## config.mk

```make
export PLATFORM = sky130hd
export DESIGN_NAME = uparc_alu_pipe
export DESIGN_NICKNAME = d
export VERILOG_FILES = /design/src/rtl/uparc_alu_pipe.sv
export SDC_FILE = /design/constraint.sdc
export NUM_CORES = 1
export LEC_CHECK = 0
export ABC_CLOCK_PERIOD_IN_PS = 6000
export CAP_MARGIN = 0
export CORE_MARGIN = 2
export CORE_UTILIZATION = 60
export DETAILED_ROUTE_END_ITERATION = 8
export PLACE_DENSITY_LB_ADDON = 0.25
export SYNTH_ARGS = -nofsm -noshare
export SYNTH_HDL_FRONTEND = slang
export SYNTH_SLANG_ARGS = --single-unit
```

## constraint.sdc

```tcl
create_clock -name clk -period 6 [get_ports clk]
set_clock_uncertainty 0.1 [all_clocks]
set_input_delay 1.2 -clock clk [delete_from_list [all_inputs] [get_ports clk]]
set_output_delay 1.2 -clock clk [all_outputs]
set_load 0.05 [all_outputs]
```

## src/rtl/uparc_alu_pipe.sv

```systemverilog
// Two-stage pipelined ALU with valid/ready handshakes on both sides.
// Optional CLZ/CLO counting logic is enabled by defining UPARC_ALU_CLZ_EN.
module uparc_alu_pipe #(
  parameter int WIDTH = 32,
  parameter int SHW   = 5,
  parameter int TAGW  = 5
) (
  input  logic             clk,
  input  logic             nrst,
  input  logic             flush,
  input  logic             i_valid,
  output logic             i_ready,
  input  logic [3:0]       i_op,
  input  logic [WIDTH-1:0] i_a,
  input  logic [WIDTH-1:0] i_b,
  input  logic [TAGW-1:0]  i_tag,
  output logic             o_valid,
  input  logic             o_ready,
  output logic [WIDTH-1:0] o_result,
  output logic             o_ovflow,
  output logic [TAGW-1:0]  o_tag
);

  typedef enum logic [3:0] {
    OP_ADD  = 4'd0,
    OP_SUB  = 4'd1,
    OP_SLL  = 4'd2,
    OP_SRL  = 4'd3,
    OP_SRA  = 4'd4,
    OP_AND  = 4'd5,
    OP_OR   = 4'd6,
    OP_XOR  = 4'd7,
    OP_NOR  = 4'd8,
    OP_SLT  = 4'd9,
    OP_SLTU = 4'd10,
    OP_CLZ  = 4'd11,
    OP_CLO  = 4'd12
  } alu_op_e;

  logic             s1_valid_q, s1_valid_d;
  logic [3:0]       s1_op_q;
  logic [WIDTH-1:0] s1_a_q, s1_b_q;
  logic [TAGW-1:0]  s1_tag_q;

  logic             s2_valid_q, s2_valid_d;
  logic [WIDTH-1:0] s2_result_q;
  logic             s2_ovflow_q;
  logic [TAGW-1:0]  s2_tag_q;

  logic             s2_free;
  logic             accept;
  logic             s1_move;

  // S2 can take new data when empty or when its current result leaves this cycle.
  assign s2_free = !s2_valid_q || o_ready;
  assign i_ready = (!s1_valid_q || s2_free) && !flush;
  assign accept  = i_valid && i_ready;
  assign s1_move = s1_valid_q && s2_free;

  always_comb begin
    s1_valid_d = s1_valid_q;
    s2_valid_d = s2_valid_q;
    if (flush) begin
      s1_valid_d = 1'b0;
      s2_valid_d = 1'b0;
    end else begin
      if (accept)       s1_valid_d = 1'b1;
      else if (s1_move) s1_valid_d = 1'b0;
      if (s2_free)      s2_valid_d = s1_valid_q;
    end
  end

  logic [WIDTH-1:0] b_eff, sum, alu_res;
  logic [SHW-1:0]   shamt;
  logic             is_sub, add_ovf, alu_ovf;

  assign is_sub  = (s1_op_q == OP_SUB);
  assign b_eff   = is_sub ? ~s1_b_q : s1_b_q;
  assign sum     = s1_a_q + b_eff + WIDTH'(is_sub);
  assign add_ovf = (s1_a_q[WIDTH-1] == b_eff[WIDTH-1]) && (sum[WIDTH-1] != s1_a_q[WIDTH-1]);
  assign shamt   = s1_b_q[SHW-1:0];

`ifdef UPARC_ALU_CLZ_EN
  logic [WIDTH-1:0] scan;
  logic [SHW:0]     lead_cnt;
  logic             lead_done;

  // CLO counts leading zeros of the inverted operand.
  assign scan = (s1_op_q == OP_CLO) ? ~s1_a_q : s1_a_q;

  always_comb begin
    lead_cnt  = '0;
    lead_done = 1'b0;
    for (int unsigned i = 0; i < WIDTH; i++) begin
      if (!lead_done) begin
        if (scan[WIDTH-1-i]) lead_done = 1'b1;
        else                 lead_cnt  = lead_cnt + (SHW+1)'(1);
      end
    end
  end
`endif

  always_comb begin
    alu_res = '0;
    alu_ovf = 1'b0;
    case (s1_op_q)
      OP_ADD, OP_SUB: begin
        alu_res = sum;
        alu_ovf = add_ovf;
      end
      OP_SLL:  alu_res = s1_a_q << shamt;
      OP_SRL:  alu_res = s1_a_q >> shamt;
      OP_SRA:  alu_res = $unsigned($signed(s1_a_q) >>> shamt);
      OP_AND:  alu_res = s1_a_q & s1_b_q;
      OP_OR:   alu_res = s1_a_q | s1_b_q;
      OP_XOR:  alu_res = s1_a_q ^ s1_b_q;
      OP_NOR:  alu_res = ~(s1_a_q | s1_b_q);
      OP_SLT:  alu_res = WIDTH'($signed(s1_a_q) < $signed(s1_b_q));
      OP_SLTU: alu_res = WIDTH'(s1_a_q < s1_b_q);
`ifdef UPARC_ALU_CLZ_EN
      OP_CLZ, OP_CLO: alu_res = WIDTH'(lead_cnt);
`endif
      default: begin
        alu_res = '0;
        alu_ovf = 1'b0;
      end
    endcase
  end

  always_ff @(posedge clk or negedge nrst) begin
    if (!nrst) begin
      s1_valid_q  <= 1'b0;
      s1_op_q     <= '0;
      s1_a_q      <= '0;
      s1_b_q      <= '0;
      s1_tag_q    <= '0;
      s2_valid_q  <= 1'b0;
      s2_result_q <= '0;
      s2_ovflow_q <= 1'b0;
      s2_tag_q    <= '0;
    end else begin
      s1_valid_q <= s1_valid_d;
      s2_valid_q <= s2_valid_d;
      if (accept) begin
        s1_op_q  <= i_op;
        s1_a_q   <= i_a;
        s1_b_q   <= i_b;
        s1_tag_q <= i_tag;
      end
      if (s1_move && !flush) begin
        s2_result_q <= alu_res;
        s2_ovflow_q <= alu_ovf;
        s2_tag_q    <= s1_tag_q;
      end
    end
  end

  assign o_valid  = s2_valid_q;
  assign o_result = s2_result_q;
  assign o_ovflow = s2_ovflow_q;
  assign o_tag    = s2_tag_q;

endmodule

```

==> flow_summary.json <==
{
  "cpPeakStageDelay_ns": 0.53,
  "final_cells": 1745,
  "setup.worst_path.end_class": "register",
  "cts_tree": "built",
  "maxSlewViolCount": 0,
  "reg2reg_slack_ns": 1.56,
  "cts_buffers": 17,
  "vias": 12060,
  "arrival_ns": 4.70,
  "avgSynthCellArea_um2": 8.791,
  "wl_per_cell_um": 26.57,
  "die_area_mm2": 0.02168,
  "cts-resized-gates": 0,
  "place_inst": 1713,
  "grt_max_degree": 79,
  "path_max_fanout": 33,
  "yosys_warnings": 0,
  "utilization_pct": 70.18,
  "start_util_pct": 61.02,
  "synth_seq_cells": 113,
  "fillers": 1592,
  "htree_num_levels": 4,
  "path_buf_inv": 1,
  "diodes": 0,
  "p_per_area_mw_per_mm2": 367.5,
  "ys.flop_type": "dfrtp_1",
  "drive_gt1_share_pct": 13.69,
  "hold_end": "o_result[9]$_DFFE_PN0P_",
  "status": "completed",
  "r2r_start": "s1_op_q[2]$_DFFE_PN0P_",
  "hold_path.class": "reg -> reg",
  "worstPathRequired_ns": 6.26,
  "die_h_um": 147.2,
  "p_leak_uw": 0.006127,
  "seq_area_frac_synth_pct": 22.97,
  "insertion_delay_ns": 0.44,
  "cpMaxStageDelayCell": "buf_4",
  "routabilityCongestion": 1.089,
  "dp.final_hpwl_mm": 33.57,
  "ir_drop_uv": 224.4,
  "post-cts-setup-buffer-count": 0,
  "synth_edf_count": 0,
  "grt_first_pass_wirelength_mm": 69.87,
  "root_buffer": "clkbuf_16",
  "drv_cap": 0,
  "period_share_pct": 74.04,
  "async_flop_share_pct": 100.0,
  "fmax_ghz": 0.2251,
  "hold_depth": 2,
  "die_x_um": 147.2,
  "drc": 0,
  "worstMarginPinSlew_ns": 1.100,
  "relSlewSlack_pct": 26.66,
  "r2r_end": "o_result[28]$_DFFE_PN0P_",
  "syn_to_final_growth_pct": 15.00,
  "core_area_mm2": 0.02017,
  "rows": 52,
  "startpoint_type": "register",
  "fin_nets": 1673,
  "cp_top_family": "compound AO/OA/AOI/OAI gates",
  "fin_setup_tns_ns": 0,
  "grt_remaining_overflow": 0,
  "cts.sinks": 113,
  "drtAntennaViolNets": 0,
  "rsz0062_at_grt": "false",
  "grt_util_all_layers_pct": 42.74,
  "syn_inst": 1400,
  "critPathMostFrequentCell": "a21oi_1",
  "antenna_found_initial": 1,
  "finalCriticalPeriod_ns": 4.443,
  "grt_pass1_vias": 11360,
  "viasPerCell": 6.908,
  "clockBufferDepth": 2,
  "dr.pass1.iters": 8,
  "ctsHoldBuffers": 0,
  "reg2reg_depth": 13,
  "portBuffers": 117,
  "clk_pin_slew_ns": 0.06,
  "drt_iter0_drc": 1751,
  "synthesis.nets": 1611,
  "finalSetupViolCount": 0,
  "synthesis.area_mm2": 0.01231,
  "crit_type": "reg -> reg",
  "drt_wl_total_mm": 46.36,
  "min_from": "o_result[9]$_DFFE_PN0P_",
  "path_cells": "nor4b_4 -> buf_4 -> xnor2_1 -> fa_1 -> a21oi_1 -> nor2_1 -> o21a_1 -> a21oi_1 -> a21oi_1 -> o21ai_1 -> o21ai_0 -> or4b_1 -> nand4_1",
  "yosysUniqueCellTypes": 73,
  "finalHoldViolCount": 0,
  "io_pins": 118
}
-- layer usage --
metal  GRT usage (%)  up-vias  wire length, um  share of wire [%]
met4           19.13        2             2427                5.2
met1           58.44     5678            17930                 39
met3           15.50      184             6871                 15
met5               0        -               13              0.028
met2           60.68      945            19120                 41
li1                -     5246                -                  -
-- cells in the mapped netlist (all sizes together), types with 10 or more instances --
library cell | instances | area share (%)
a221o | 12 | 0.98
mux2i | 56 | 4.6
nor2 | 136 | 4.2
a22oi | 15 | 0.91
nand2 | 104 | 3.2
o21a | 10 | 0.61
a211oi | 10 | 0.61
xor2 | 13 | 0.93
nand3 | 19 | 0.77
mux4 | 41 | 7.5
nor3 | 22 | 0.94
xnor2 | 46 | 3.3
a221oi | 24 | 1.9
dfrtp | 113 | 23
a21oi | 117 | 4.8
ha | 132 | 13
clkbuf | 54 | 1.6
a21o | 20 | 1.2
o21ai | 89 | 3.6
inv | 86 | 2.6
or3 | 14 | 0.71
a31oi | 15 | 0.81
mux2 | 84 | 7.7
buf | 39 | 1.7
-- worst max-delay path by stage --
stage | start | end | slack [ns] | depth (start not counted)
2_1_floorplan | s1_op_q[2]$_DFFE_PN0P_ | o_result[25]$_DFFE_PN0P_ | 2.27 | 13
3_3_place_gp | o_ready | i_ready | 1.84 | 4
3_5_place_dp | s1_op_q[2]$_DFFE_PN0P_ | o_result[28]$_DFFE_PN0P_ | 1.71 | 13
4_1_cts | s1_op_q[2]$_DFFE_PN0P_ | o_result[28]$_DFFE_PN0P_ | 1.68 | 13
5_1_grt | s1_op_q[2]$_DFFE_PN0P_ | o_result[28]$_DFFE_PN0P_ | 1.40 | 13
6_report | s1_op_q[2]$_DFFE_PN0P_ | o_result[28]$_DFFE_PN0P_ | 1.56 | 13
-- report_power, final --
part	internal (uW)	switching (uW)	total [uW]
combinational	1150	1800	2940
clock	594	482	1080
sequential	916	266	1180
-- kinds of logic after synthesis --
logic type	after synthesis	share of synthesized area, %
AO/OA/AOI/OAI	390	20.87
AND/OR/NAND/NOR	345	12.65
multiplexers	181	19.74
buffers and inverters	179	5.988
adder cells (fa/ha/maj)	133	13.58
flip-flops	113	22.97
XOR/XNOR	59	4.198
-- placed cells by master, fill, tap and decap left out, drive strengths merged, types with 10 or more instances in the layout --
cell / instances
nand2: 104
clkdlybuf4s50: 116
xor2: 13
ha: 132
dfrtp: 113
a221oi: 24
xnor2: 46
or3: 14
a21oi: 117
a21o: 20
nor2: 136
clkbuf: 17
mux2: 84
mux4: 41
buf: 20
inv: 98
nor3: 22
o21a: 10
a221o: 12
nand3: 19
mux2i: 56
o21ai: 89
a22oi: 15
a31oi: 15
a211oi: 10
-- through the flow --
step / area [um^2] / hold WS [ns] / total power, uW / worst slack (ns)
floorplan: 12310 / 0.3750 / 3115 / 2.265
global placement: 13570 / 0.3666 / 3965 / 1.844
detailed placement: 13570 / 0.3708 / 4007 / 1.713
CTS: 14150 / 0.3852 / 5090 / 1.683
global route: 14150 / 0.4185 / 5415 / 1.403
finish: 14150 / 0.3783 / 5201 / 1.557
-- layout make-up --
type                       count  area, um^2  area share, %
multi-input combinational   1108        8761          61.89
inverter                      86       322.8          2.281
tap                          270       337.8          2.387
timing repair buffer         136        1311          9.264
clock inverter                15       162.7          1.149
clock buffer                  17       425.4          3.005
sequential                   113        2834          20.02
-- tightest hold or removal path, cell delays in order (launching register included) --
cell and delay (ns):
dfrtp_1 0.34, nand2_1 0.04, o21ai_0 0.06
-- registers in the layout (all words and copies together), names as in the netlist --
signal,flops
o_valid,1
s1_op_q,4
s1_a_q,32
o_tag,5
o_result,32
s1_b_q,32
o_ovflow,1
s1_tag_q,5
s1_valid_q,1
Note: power is estimated with default switching activity, not from simulation.
